[config.mk]
export PLATFORM = sky130hd
export DESIGN_NAME = nserial_subtractor
export DESIGN_NICKNAME = d
export VERILOG_FILES = /design/src/rtl/alu_pkg.sv /design/src/rtl/serial_fa_cell.sv /design/src/rtl/nserial_subtractor.sv
export SDC_FILE = /design/constraint.sdc
export NUM_CORES = 1
export LEC_CHECK = 0
export ABC_AREA = 1
export BUFFER_PORTS_ARGS = -buffer_cell sky130_fd_sc_hd__buf_2
export CORE_ASPECT_RATIO = 1.2
export CORE_UTILIZATION = 35
export CTS_CLUSTER_DIAMETER = 120
export DETAILED_ROUTE_END_ITERATION = 7
export MAX_ROUTING_LAYER = met4
export PLACE_DENSITY_LB_ADDON = 0.2
export SLEW_MARGIN = 20
export SYNTH_ARGS = -nofsm -noshare
export SYNTH_HDL_FRONTEND = slang
export SYNTH_SLANG_ARGS = --single-unit
[constraint.sdc]
create_clock -name clk -period 1.52 [get_ports clk]
set_input_delay 0 -clock clk [delete_from_list [all_inputs] [get_ports clk]]
set_output_delay 0 -clock clk [all_outputs]
set_load 0.01 [all_outputs]
[src/rtl/alu_pkg.sv]
// Shared ALU definitions: FSM state encoding and NZCV flag bit positions.
// Latency: n/a (types and constants only). Backpressure: n/a.
package alu_pkg;

    typedef enum logic [1:0] {
        IDLE = 2'd0,
        RUN  = 2'd1,
        DONE = 2'd2
    } state_t;

    localparam int FLAG_N = 3;
    localparam int FLAG_Z = 2;
    localparam int FLAG_C = 1;
    localparam int FLAG_V = 0;

    function automatic logic [3:0] pack_nzcv(input logic n, input logic z,
                                              input logic c, input logic v);
        logic [3:0] f;
        f         = 4'b0000;
        f[FLAG_N] = n;
        f[FLAG_Z] = z;
        f[FLAG_C] = c;
        f[FLAG_V] = v;
        return f;
    endfunction

endpackage

[src/rtl/serial_fa_cell.sv]
// 1-bit full adder cell used for one bit of the serial datapath.
// Latency: purely combinational. Backpressure: none.
module serial_fa_cell (
    input  logic a,
    input  logic b,
    input  logic cin,
    output logic s,
    output logic cout
);

    assign s    = a ^ b ^ cin;
    assign cout = (a & b) | (a & cin) | (b & cin);

endmodule

[src/rtl/nserial_subtractor.sv]
// Bit-serial N-bit subtractor R = A - B with NZCV flags, LSB first.
// Latency: done pulses N+1 cycles after the accepting edge; one result per N+2 cycles.
// Backpressure: start is only accepted in IDLE; requests while busy are dropped, not queued.
module nserial_subtractor
    import alu_pkg::*;
#(
    parameter int N = 8
) (
    input  logic         clk,
    input  logic         rst,
    input  logic         start,
    input  logic [N-1:0] A,
    input  logic [N-1:0] B,
    output logic         busy,
    output logic         done,
    output logic [N-1:0] R,
    output logic [3:0]   flag
);

    localparam int CW = $clog2(N);
    localparam logic [CW-1:0] LAST_BIT = CW'(N - 1);

    state_t         state_q, state_d;
    logic [N-1:0]   a_q, a_d;
    logic [N-1:0]   b_q, b_d;
    logic [N-1:0]   res_q, res_d;
    logic [N-1:0]   r_q, r_d;
    logic [3:0]     flag_q, flag_d;
    logic [CW-1:0]  cnt_q, cnt_d;
    logic           carry_q, carry_d;
    logic           busy_q, busy_d;
    logic           done_q, done_d;

    logic           fa_s;
    logic           fa_cout;

    // Subtraction as A + ~B + 1: the inverted subtrahend bit feeds the adder,
    // and the carry is preset to 1 when an operation is accepted.
    serial_fa_cell u_fa (
        .a    (a_q[0]),
        .b    (~b_q[0]),
        .cin  (carry_q),
        .s    (fa_s),
        .cout (fa_cout)
    );

    always_comb begin
        state_d = state_q;
        a_d     = a_q;
        b_d     = b_q;
        res_d   = res_q;
        r_d     = r_q;
        flag_d  = flag_q;
        cnt_d   = cnt_q;
        carry_d = carry_q;
        done_d  = 1'b0;

        case (state_q)
            IDLE: begin
                if (start) begin
                    a_d     = A;
                    b_d     = B;
                    cnt_d   = '0;
                    carry_d = 1'b1;
                    state_d = RUN;
                end
            end
            RUN: begin
                res_d   = {fa_s, res_q[N-1:1]};
                a_d     = {1'b0, a_q[N-1:1]};
                b_d     = {1'b0, b_q[N-1:1]};
                carry_d = fa_cout;
                cnt_d   = cnt_q + CW'(1);
                if (cnt_q == LAST_BIT) begin
                    // On the last bit a_q[0]/b_q[0] still hold the operand sign bits.
                    state_d = DONE;
                    r_d     = res_d;
                    flag_d  = pack_nzcv(fa_s,
                                        (res_d == '0),
                                        fa_cout,
                                        (a_q[0] != b_q[0]) && (fa_s != a_q[0]));
                end
            end
            DONE: begin
                done_d  = 1'b1;
                state_d = IDLE;
            end
            default: begin
                state_d = IDLE;
            end
        endcase

        busy_d = (state_d != IDLE);
    end

    always_ff @(posedge clk) begin
        if (rst) begin
            state_q <= IDLE;
            a_q     <= '0;
            b_q     <= '0;
            res_q   <= '0;
            r_q     <= '0;
            flag_q  <= '0;
            cnt_q   <= '0;
            carry_q <= 1'b0;
            busy_q  <= 1'b0;
            done_q  <= 1'b0;
        end else begin
            state_q <= state_d;
            a_q     <= a_d;
            b_q     <= b_d;
            res_q   <= res_d;
            r_q     <= r_d;
            flag_q  <= flag_d;
            cnt_q   <= cnt_d;
            carry_q <= carry_d;
            busy_q  <= busy_d;
            done_q  <= done_d;
        end
    end

    assign busy = busy_q;
    assign done = done_q;
    assign R    = r_q;
    assign flag = flag_q;

endmodule

==> impl_metrics.tcl <==
set metrics [dict create \
    setup_violations 0 \
    fin_cells 346 \
    netlist_area_um2 1880 \
    nNetsFinal 308 \
    synth-compound-area-share_pct 13.3 \
    post_cts_buffers 0 \
    power_leakage_nw 1.07 \
    die_area_um2 5680 \
    ir_drop_mv 0.440 \
    yosysWarningCount 0 \
    clkLatencyLatePin_ns 0.30 \
    synth_top_family_by_area "simple AND/OR/NAND/NOR gates" \
    final_area_um2 2190 \
    ys_async_sr_fraction_pct 0 \
    pin_count 33 \
    grt_pass1_vias 1476 \
    critical_path_class "register to register" \
    grt_start_max_net_pins 25 \
    rsz0062_at_grt "no" \
    drc_errors 0 \
    avgSynthCellArea_um2 7.48 \
    p_per_area_nw_per_um2 1080 \
    critPathTopFamily "adder cells" \
    port_buffers 32 \
    cts_tree "built" \
    fin_crit_sh_pct 92.5 \
    root_buffer "clkbuf_8" \
    drtIter0Drc 81 \
    slew_headroom_pct 65.1 \
    die_x_um 69.0 \
    status "completed" \
    fmax_mhz 711 \
    grt_pass1_wl_um 6550 \
    via_count 1633 \
    muxShareOfSynthArea_pct 0 \
    end_kind "register" \
    path_cells "inv_1 -> fa_2 -> inv_1 -> a21oi_1 -> nand2_1 -> nand2_1 -> nand2_1 -> inv_1" \
    placed_area_um2 2060 \
    overflow 0 \
    dr.pass1.iters 4 \
    syn2layout_area_growth_pct 16.3 \
    antenna_found_initial 0 \
    reg2regPathDepth 8 \
    syn_inst 252 \
    synth_xor_area_share_pct 0 \
    crit_fanout 4 \
    synth_fa_ha_area_share_pct 3.05 \
    startpoint_type "register" \
    yosysTopAreaCell "dfxtp_1" \
    initial_utilization_pct 37.4 \
    ant_nets 0 \
    vias_per_cell 4.72 \
    synth_edf_count 0 \
    htree_levels 2 \
    slew_violations 0 \
    synth.most_common_cell "nand2_1" \
    yosysTopAreaCellShare_pct 44.6 \
    die-height_um 82.4 \
    dominantRegCellSynth "dfxtp_1" \
    cts_num_sinks 42 \
    hold_path_class "input pin to register" \
    clock-skew-final_ns 0.00501 \
    seqCellArea_um2 843 \
    setup-tns-final_ns 0 \
    yosys.area_share.simple_pct 24.8 \
    seq_area_frac_synth_pct 44.6 \
    post_synth_main_area_contributors "dfxtp_1 45%, nand2_1 9.0%, nand3_1 8.8%" \
    crit_buf_inv 3 \
    final_core_util_pct 43.4 \
    rows 28 \
    hold_depth 5 \
    max_stage_delay_ns 0.56 \
    gp_congestion 0.698 \
    cp.required_ns 1.77 \
    max_cap_viol_count 0 \
    dp_cells 336 \
    netlist-cell-type-count 22 \
    synth_fp_nets 275 \
    synthTopCellsByCount "45 x nand2_1, 42 x dfxtp_1, 41 x inv_1" \
    cp.arrival_ns 1.65 \
    multi_input_area_um2 778 \
    worst_slew_pin_slew_ns 0.523 \
    wl_per_cell_um 11.2 \
    dp_hpwl_um 2590 \
    period_needed_ns 1.41 \
    track_usage_pct 16.1 \
    cp_slowest_cell "fa_2" \
    clockBufferDepth 2 \
    routed_wirelength_um 3860 \
    hold_viol 0 \
    n_antenna_cell 0 \
    fp.coreArea_um2 5040 \
    nFillCells 557 \
    cts_buffers 5 \
    crit_cells 8 \
    synth-seq-cells 42 \
    drive_above_1_share_pct 20.3 \
    cts.reportedPaths.clkPinSlew_ns 0.08 \
]
==> cell type report <==
class	instances	share of cell area [%]
Sequential cell	42	38.5
Multi-Input combinational cell	154	35.5
Timing Repair Buffer	40	10.3
Inverter	42	7.31
Tap cell	60	3.43
Clock buffer	5	3.14
Clock inverter	3	1.83
==> cells in the final DEF (no fill, tap or decap) <==
cell / n
nor2_4: 2
inv_4: 1
fa_2: 1
nand2_2: 1
clkbuf_8: 5
and3_1: 1
a21oi_2: 1
o21ai_0: 16
bufinv_16: 1
a211oi_1: 1
inv_1: 41
buf_4: 6
nand3_1: 33
nor2_1: 16
nand2_1: 45
a21oi_1: 29
dfxtp_2: 2
o21ai_2: 1
nor3_1: 1
nand2_4: 3
clkinv_2: 2
buf_2: 32
dlygate4sd3_1: 2
ha_1: 3
dfxtp_1: 40
==> repair_timing <==
item                       CTS  global route
resized for setup            0             3
hold buffers                 2             0
hold endpoints to repair     2             0
setup endpoints to repair    0             2
==> power by group <==
group,switching (mW),internal (mW),leakage [nW]
Combinational,0.168,0.118,0.666
Clock,0.396,0.484,0.0579
Sequential,0.0361,1.16,0.345
Total,0.600,1.76,1.07
==> layer usage <==
metal	vias up	routed length, um	part of all wire, %	global-route usage, %
met5	-	0	0	-
met4	0	65	1.7	6.12
met3	8	191	4.9	4.12
met2	39	1810	47	26.9
met1	730	1800	46	18.3
li1	856	-	-	-
==> worst paths after layout <==
check | start | end | slack [ns]
worst min-delay path | B[3] | b_q[3] | 0.05
worst max-delay path | a_q[0] | flag[0] | 0.11
worst max register to register | a_q[0] | flag[0] | 0.11
worst min register to register | cnt_q[0] | cnt_q[0] | 0.43
==> state kept, by name, indices dropped and copies added (netlist names), 2 cells and up <==
signal and cells:
a_q 8, cnt_q 3, flag 3, state_q 2, R 8, b_q 8
res_q 7
==> worst min-delay path: cells and delay by family <==
| kind | cells | cell delay (ns) |
|---|---|---|
| AOI/OAI and AO/OA | 1 | 0.05 |
| buffers and inverters | 2 | 0.13 |
| and+or+nand+nor | 2 | 0.11 |
==> per-stage QoR <==
step           power (mW)  hold slack [ns]  setup slack (ns)
2_1_floorplan        1.43           0.0785             0.195
3_3_place_gp         1.50            0.254             0.113
3_5_place_dp         1.50            0.257            0.0928
4_1_cts              2.39           0.0450            0.0663
5_1_grt              2.50           0.0701            0.0106
6_report             2.36           0.0486             0.113
==> cells by family after synthesis <==
| kind of cell | after synthesis |
|---|---|
| flops | 42 |
| fa+ha+maj | 4 |
| compound gates | 48 |
| buf+inv | 56 |
| simple gates | 102 |
Power figures use the tool's default switching activity.
